<file path="config.mk">
export PLATFORM = sky130hd
export DESIGN_NAME = keypad_debouncer
export DESIGN_NICKNAME = d
export VERILOG_FILES = /design/src/rtl/keypad_pkg.sv /design/src/rtl/stable_counter.sv /design/src/rtl/keypad_debouncer.sv
export SDC_FILE = /design/constraint.sdc
export NUM_CORES = 1
export LEC_CHECK = 0
export CAP_MARGIN = 20
export CORE_ASPECT_RATIO = 1.4
export CORE_MARGIN = 4
export CORE_UTILIZATION = 56
export DETAILED_ROUTE_END_ITERATION = 12
export PLACE_DENSITY = 0.75
export REMOVE_ABC_BUFFERS = 1
export SLEW_MARGIN = 30
export SYNTH_ARGS = -nofsm -noshare
export SYNTH_HDL_FRONTEND = slang
export SYNTH_HIERARCHICAL = 1
export SYNTH_SLANG_ARGS = --single-unit
</file>
<file path="constraint.sdc">
create_clock -name clk -period 3 [get_ports clk]
set_input_delay 0.75 -clock clk [delete_from_list [all_inputs] [get_ports clk]]
set_output_delay 0.75 -clock clk [all_outputs]
set_load 0.02 [all_outputs]
</file>
<file path="src/rtl/keypad_pkg.sv">
// keypad_pkg: shared definitions for the keypad debouncer.
//   kp_state_e : qualification FSM states
//   KEY_MAP    : hex value of each key, KEY_MAP[row_idx][col_idx]
//   one_hot4   : true when exactly one of four bits is set
//   idx4       : one-hot to binary index
package keypad_pkg;

  typedef enum logic [1:0] {
    ST_IDLE       = 2'd0,
    ST_PRESS_DB   = 2'd1,
    ST_HELD       = 2'd2,
    ST_RELEASE_DB = 2'd3
  } kp_state_e;

  // Nibble [r*4+c] holds the key at row r, column c.
  //   r0: 1 2 3 A   r1: 4 5 6 B   r2: 7 8 9 C   r3: E 0 F D
  localparam logic [3:0][3:0][3:0] KEY_MAP = 64'hDF0E_C987_B654_A321;

  function automatic logic one_hot4(input logic [3:0] v);
    logic res;
    case (v)
      4'b0001, 4'b0010, 4'b0100, 4'b1000: res = 1'b1;
      default:                            res = 1'b0;
    endcase
    return res;
  endfunction

  function automatic logic [1:0] idx4(input logic [3:0] v);
    logic [1:0] res;
    case (v)
      4'b0001: res = 2'd0;
      4'b0010: res = 2'd1;
      4'b0100: res = 2'd2;
      4'b1000: res = 2'd3;
      default: res = 2'd0;
    endcase
    return res;
  endfunction

endpackage

</file>
<file path="src/rtl/stable_counter.sv">
// stable_counter: clear/enable cycle counter with a terminal-count flag.
//   clk, reset : clock, asynchronous active-high reset
//   clear      : synchronous clear to 0 (wins over enable)
//   enable     : advance by one cycle
//   terminal   : count has reached LIMIT-1; the count parks there
module stable_counter #(
  parameter int unsigned LIMIT = 200
) (
  input  logic clk,
  input  logic reset,
  input  logic clear,
  input  logic enable,
  output logic terminal
);

  localparam int unsigned W    = (LIMIT > 1) ? $clog2(LIMIT) : 1;
  localparam logic [W-1:0] LAST = W'(LIMIT - 1);

  logic [W-1:0] count_r;

  // Cycle counter; never wraps because it stops at LAST.
  always_ff @(posedge clk or posedge reset) begin
    if (reset) begin
      count_r <= {W{1'b0}};
    end else if (clear) begin
      count_r <= {W{1'b0}};
    end else if (enable && (count_r != LAST)) begin
      count_r <= count_r + W'(1);
    end else begin
      count_r <= count_r;
    end
  end

  assign terminal = (count_r == LAST);

endmodule

</file>
<file path="src/rtl/keypad_debouncer.sv">
// keypad_debouncer: qualifies keypad presses from the synchronized column
// lines and emits one key_valid strobe with key_code per clean press.
//   clk       : scan clock
//   reset     : asynchronous active-high reset
//   sync_col  : synchronized column lines, active-high
//   row       : row currently driven by the scanner, one-hot
//   scan_hold : freeze the scanner while a key is qualified or held
//   key_valid : one-cycle strobe, key_code is a newly accepted key
//   key_code  : hex value of the last accepted key
// Optional feature: define KEYPAD_REPEAT_EN to add auto-repeat strobes every
// REPEAT_CYCLES held cycles.
module keypad_debouncer
  import keypad_pkg::*;
#(
  parameter int unsigned DEBOUNCE_CYCLES = 200
`ifdef KEYPAD_REPEAT_EN
  , parameter int unsigned REPEAT_CYCLES = 5000
`endif
) (
  input  logic       clk,
  input  logic       reset,
  input  logic [3:0] sync_col,
  input  logic [3:0] row,
  output logic       scan_hold,
  output logic       key_valid,
  output logic [3:0] key_code
);

  kp_state_e  state_r, state_s;
  logic [3:0] row_r, col_r;
  logic       candidate_s, match_s, col_bit_s;
  logic       db_clear_s, db_en_s, db_term_s;
  logic       rep_fire_s;
  logic       scan_hold_s, key_valid_s;
  logic [3:0] key_code_s;

  assign candidate_s = one_hot4(row) && one_hot4(sync_col);
  // Exact match: an extra column appearing during press qualification aborts it.
  assign match_s     = (sync_col == col_r);
  // Only the captured column matters once the key is held.
  assign col_bit_s   = |(sync_col & col_r);

  stable_counter #(.LIMIT(DEBOUNCE_CYCLES)) u_db_cnt (
    .clk      (clk),
    .reset    (reset),
    .clear    (db_clear_s),
    .enable   (db_en_s),
    .terminal (db_term_s)
  );

`ifdef KEYPAD_REPEAT_EN
  logic rep_clear_s, rep_term_s;

  // Counts only while staying in HELD, so entry and bounce re-entry start at 0.
  assign rep_clear_s = !((state_r == ST_HELD) && (state_s == ST_HELD)) || rep_term_s;
  assign rep_fire_s  = (state_r == ST_HELD) && col_bit_s && rep_term_s;

  stable_counter #(.LIMIT(REPEAT_CYCLES)) u_rep_cnt (
    .clk      (clk),
    .reset    (reset),
    .clear    (rep_clear_s),
    .enable   (1'b1),
    .terminal (rep_term_s)
  );
`else
  assign rep_fire_s = 1'b0;
`endif

  // State register.
  always_ff @(posedge clk or posedge reset) begin
    if (reset) begin
      state_r <= ST_IDLE;
    end else begin
      state_r <= state_s;
    end
  end

  // Capture the candidate key when leaving IDLE.
  always_ff @(posedge clk or posedge reset) begin
    if (reset) begin
      row_r <= 4'b0000;
      col_r <= 4'b0000;
    end else if ((state_r == ST_IDLE) && candidate_s) begin
      row_r <= row;
      col_r <= sync_col;
    end else begin
      row_r <= row_r;
      col_r <= col_r;
    end
  end

  // Next-state and debounce counter control.
  always_comb begin
    state_s    = state_r;
    db_clear_s = 1'b1;
    db_en_s    = 1'b0;
    case (state_r)
      ST_IDLE: begin
        if (candidate_s) begin
          state_s = ST_PRESS_DB;
        end else begin
          state_s = ST_IDLE;
        end
      end
      ST_PRESS_DB: begin
        if (!match_s) begin
          state_s = ST_IDLE;
        end else if (db_term_s) begin
          state_s = ST_HELD;
        end else begin
          db_clear_s = 1'b0;
          db_en_s    = 1'b1;
        end
      end
      ST_HELD: begin
        if (col_bit_s) begin
          state_s = ST_HELD;
        end else begin
          state_s = ST_RELEASE_DB;
        end
      end
      ST_RELEASE_DB: begin
        if (col_bit_s) begin
          state_s = ST_HELD;
        end else if (db_term_s) begin
          state_s = ST_IDLE;
        end else begin
          db_clear_s = 1'b0;
          db_en_s    = 1'b1;
        end
      end
      default: begin
        state_s = ST_IDLE;
      end
    endcase
  end

  // Next values of the registered outputs.
  always_comb begin
    scan_hold_s = (state_s != ST_IDLE);
    key_valid_s = ((state_r == ST_PRESS_DB) && match_s && db_term_s) || rep_fire_s;
    if (key_valid_s) begin
      key_code_s = KEY_MAP[idx4(row_r)][idx4(col_r)];
    end else begin
      key_code_s = key_code;
    end
  end

  // Output registers.
  always_ff @(posedge clk or posedge reset) begin
    if (reset) begin
      scan_hold <= 1'b0;
      key_valid <= 1'b0;
      key_code  <= 4'h0;
    end else begin
      scan_hold <= scan_hold_s;
      key_valid <= key_valid_s;
      key_code  <= key_code_s;
    end
  end

endmodule

</file>
[Word-level counts from Yosys, hierarchy flattened]
Index checks and enable logic that the tools add are counted.
Cells by class
  $add $sub $neg: 1
  order comparisons: 2
  equal/unequal tests: 20
  mux-type cells: 27
  bitwise gates (word level): 1
  reduce and logical (&&, ||, !) cells: 11
Operators with widths (number)
  $bmux 16 s2: 1
  $eq 4x2->1 const B: 4
  $eq 4x3->1 const B: 4
  $eq 4x4->1 const B: 4
  $mux 16: 1
  $mux 8: 2
  $mux 2: 6
  $pmux 2 s3: 2
  $reduce_or 4->1: 3
  $mux 1: 10
  $add 8x1->8 const B: 1
  $bmux 4 s2: 1
  $eq 4x1->1 const B: 2
  $eq 8x8->1 const B: 1
  $ne 8x8->1 const B: 1
  $pmux 2 s4: 1
  $lt 2x3->1 const B: 2
  $logic_and 1x1->1: 5
  $and 4x4->4: 1
  $eq 2x2->1 const B: 2
  $eq 4x4->1: 1
  $mux 4: 1
  $pmux 1 s2: 2
  $reduce_bool 2->1: 2
  2 further kinds: 2
Storage, ports and cells
  flip-flop bits (word level): 24
  input bits: 10

[Logic depth before layout (Yosys ltp)]
  word-level depth: 8
  depth in mapped cells: 8

[Cells and area by module]
Netlist, hierarchy kept.
By module, submodules not included
  keypad_debouncer: times used 1, cells each 109, area each 1042.2 sq um
  stable_counter: times used 1, cells each 48, area each 475.5 sq um

[Least setup slack after synthesis]
Ideal clock, no wire load.
  path kind: input -> register
  start: input port sync_col[1]
  end: register u_db_cnt.count_r[3]
  library setup time: 0.125 ns
  arrival time: 2.352 ns
  slack: 0.523 ns
  stages on the path: 8
  path through: ha_1 nor4_1 nand3b_1 a21oi_1 clkbuf_2 nand4_1 a21oi_2 mux2_4
Between the ends
  longest elaborated chain between the ends: 6
  elaborated cells on any way between the ends: 12
RTL lines
  start: declaration: RTL line keypad_debouncer.sv:22  | input logic [3:0] sync_col,
  $and 4x4->4: RTL line keypad_debouncer.sv:41  | assign col_bit_s = |(sync_col & col_r);
  $reduce_or 4->1: RTL line keypad_debouncer.sv:41
  $mux 1: RTL line keypad_debouncer.sv:123  | if (col_bit_s) begin
  $pmux 1 s2 *: RTL line keypad_debouncer.sv:97  | case (state_r)
  via db_en_s: RTL line keypad_debouncer.sv:32  | logic db_clear_s, db_en_s, db_term_s;
  $logic_and 1x1->1 *: RTL line stable_counter.sv:27  | end else if (enable && (count_r != LAST)) begin
  $reduce_bool 2->1 (no source line) *
  end signal: assignment: RTL line stable_counter.sv:26  | count_r <= {W{1'b0}};
  end signal: assignment: RTL line stable_counter.sv:28  | count_r <= count_r + W'(1);
  end signal: assignment: RTL line stable_counter.sv:30  | count_r <= count_r;
  end: declaration: RTL line stable_counter.sv:19  | logic [W-1:0] count_r;
The timed path passes the listed nets; every way through them passes the cells marked *.
A chain may end at the register's enable or synchronous reset.

[Worst setup path in the final report]
  start: input port sync_col[3]
  end: register u_db_cnt.count_r[3]
The elaborated chain is that of the path after synthesis.

==> impl_metrics.ini <==
[grt]
grt_overflow = 0
grt_pass1_wl_microns = 5600
grt_max_degree = 17
first_global_vias = 1256
antenna_found_initial = 0
track_usage_pct = 20.1

[detailed_routing]
viasPerCell = 5.91
ant_nets = 0
drt_iter0_drc = 33
dr.pass1.iters = 4
drc = 0
via_count = 1252
drt-total-wl_microns = 3290
avgRoutedWirePerCell_microns = 15.5

[placed_design]
pre_cts_ws_ps = -67.8
placed_cell_area_sq_mm = 0.00173
dp_hpwl_microns = 2560
numPortBuffers = 15
gp_congestion = 0.875

[synth]
synth_area_per_cell_sq_um = 9.67
synth-main-ff-cell = dfrtp_1
async_flop_share_pct = 100
ys_warn_count = 6
seq_area_frac_synth_pct = 39.6
synth_cell_type_count = 46
synthCells = 157
synth-seq-cells = 24
synth_edf_count = 0
netlist_area_sq_mm = 0.00152

[floorplan]
die_w_microns = 52
dieArea_sq_mm = 0.00362
fp-row-count = 22
top_level_ports = 16
die_h_microns = 69.6
initial_core_util_pct = 58.0
core_sq_mm = 0.00262

[timing]
tightest_slew_ps = 614
rsz0062_at_grt = no
finalSetupViolations = 0
slew_violations = 0
timing.fmax_mhz = 360
maxSlewHeadroom_pct = 59.0
clock_skew_ps = 3.29
period_minus_slack_ps = 2780
setup_slack_ps = 225
tns_ps = 0
fin_crit_sh_pct = 92.5
finalHoldViolations = 0

[power_and_ir_drop]
ir_drop_v = 0.000261
p_per_area_mw_per_mm2 = 498
comb_power_share_pct = 33.2
p_switching_w = 0.000307
power_w = 0.000875
pwr-share-seq_pct = 50.5
switching_share_pct = 35.1
internal-power_w = 0.000568
clkPwrFrac_pct = 16.3
p_leak_nw = 0.779

[cells_and_area]
fin_nets = 193
fillCellCount = 229
design_area_sq_mm = 0.00176
multi_input_area_sq_um = 862
drive_above_1_share_pct = 14.2
ff_latch_area_sq_um = 601
area_growth_pct = 15.7
diodes = 0
fin_util_pct = 67.1

[clock_tree]
cts_resized = 0
clock_path_buffers = 2
cts_hold_buffers = 0
numCtsBuffers = 3
post-cts-setup-buffer-count = 0
clk_pin_slew_ps = 130
cts_root_buf = clkbuf_4
cts_tree = built
clk-insertion-delay-late_ps = 310
htreeDepth = 1
cts.sinks = 24

[critical_path]
end_kind = flip-flop
path_class = in -> reg
crit_fanout = 9
cp-start-kind = input pin
worstPathArrival_ps = 2990
cp.required_ps = 3210

[flow_run]
drv_cap = 0

[min_path]
hp-class = reg -> reg

[run_status]
status = completed
-- synth_stat cells (3+ instances only) --
cell       n  area share (%)
nand2_1   13             3.2
o21ai_0   11             3.6
nor2_1    14             3.5
nand2b_1   4             1.6
nor3_1     3            0.99
ha_1       5             4.1
xnor2_1    3             1.7
or3_1      3             1.2
mux2_4    10             9.9
dfrtp_1   24              40
inv_1      6             1.5
xor2_1     3             1.7
o31ai_1    4             2.0
nand4_1    4             1.6
nor4_1     4             1.6
a21oi_1    8             2.6
nand3_1    4             1.3
-- area by class of cell --
class,instances,share of cell area (%)
Tap cell,36,2.57
Inverter,6,1.28
Sequential cell,24,34.2
Multi-Input combinational cell,121,49.1
Clock buffer,3,1.28
Timing Repair Buffer,22,11.5
-- through the flow --
step                std cells  hold WS (ps)
floorplan                 151           515
global placement          209           466
detailed placement        209           478
CTS                       212           509
global route              212           541
finish                    212           509
-- logic make-up after synthesis --
kind of cell	after synthesis	synth area share [%]
AOI/OAI and AO/OA	34	14.6
xor gates and xnor gates	6	3.46
adders and majority gates	5	4.12
buffers and inverters	12	3.63
DFF	24	39.6
muxes	11	10.6
and+or+nand+nor	65	24.1
-- registers in the layout (all words and copies together) (netlist names) --
name and cells:
key_valid 1, row_r 4, state_r 2, u_db_cnt/count_r 8, col_r 4, key_code 4, scan_hold 1
-- power groups by stage --
stage	logic [W]	registers [W]	clock network, W
after floorplan	0.000224	0.000422	0
after global placement	0.000281	0.000442	0
after detailed placement	0.000291	0.000447	0
after CTS	0.000292	0.000440	0.000147
after global routing	0.000325	0.000453	0.000157
final	0.000290	0.000442	0.000142
-- cells in the final DEF, fill, tap and decap left out, types with 2 or more instances in the layout --
| master | count |
|---|---|
| nor3_1 | 3 |
| nor2_1 | 14 |
| mux2_4 | 10 |
| and2_1 | 2 |
| nand3_1 | 4 |
| nand2_1 | 13 |
| or3_1 | 3 |
| nor4_1 | 4 |
| nand4_1 | 4 |
| o31ai_1 | 4 |
| buf_4 | 7 |
| o21ai_0 | 11 |
| nor2b_1 | 2 |
| ha_1 | 5 |
| clkdlybuf4s50_1 | 15 |
| xnor2_1 | 3 |
| inv_1 | 6 |
| and3b_1 | 2 |
| nand2b_1 | 4 |
| dfrtp_1 | 24 |
| a21oi_1 | 8 |
| xor2_1 | 3 |
| nor4b_1 | 2 |
| clkbuf_4 | 3 |
-- worst max-delay path: stages --
cell and delay [ps]:
clkdlybuf4s50_1 480, ha_1 320, nor4_1 290, nand3b_1 160, a21oi_1 160, buf_4 170
nand4_1 150, a21oi_2 190, mux2_4 310
-- metal layers --
layer  vias up  wire length [microns]  global-route usage (%)
li1        613                      -                       -
met1       617                   1270                    21.3
met2        14                   1870                    37.2
met3         8                     52                    2.15
met4         0                     93                    9.62
met5         -                      0                       0
-- worst paths after layout --
check	from	endpoint	slack, ps	depth (start not counted)
worst max-delay path	sync_col[3]	u_db_cnt/count_r[3]	220	9
worst min-delay path	key_code[2]	key_code[2]	510	2
worst max register to register	col_r[3]	u_db_cnt/count_r[3]	570	8
worst min register to register	key_code[2]	key_code[2]	510	2
max in group asynchronous	reset	col_r[2]	1770	2
min in group asynchronous	reset	u_db_cnt/count_r[5]	710	2
Note: power is estimated with default switching activity, not from simulation.
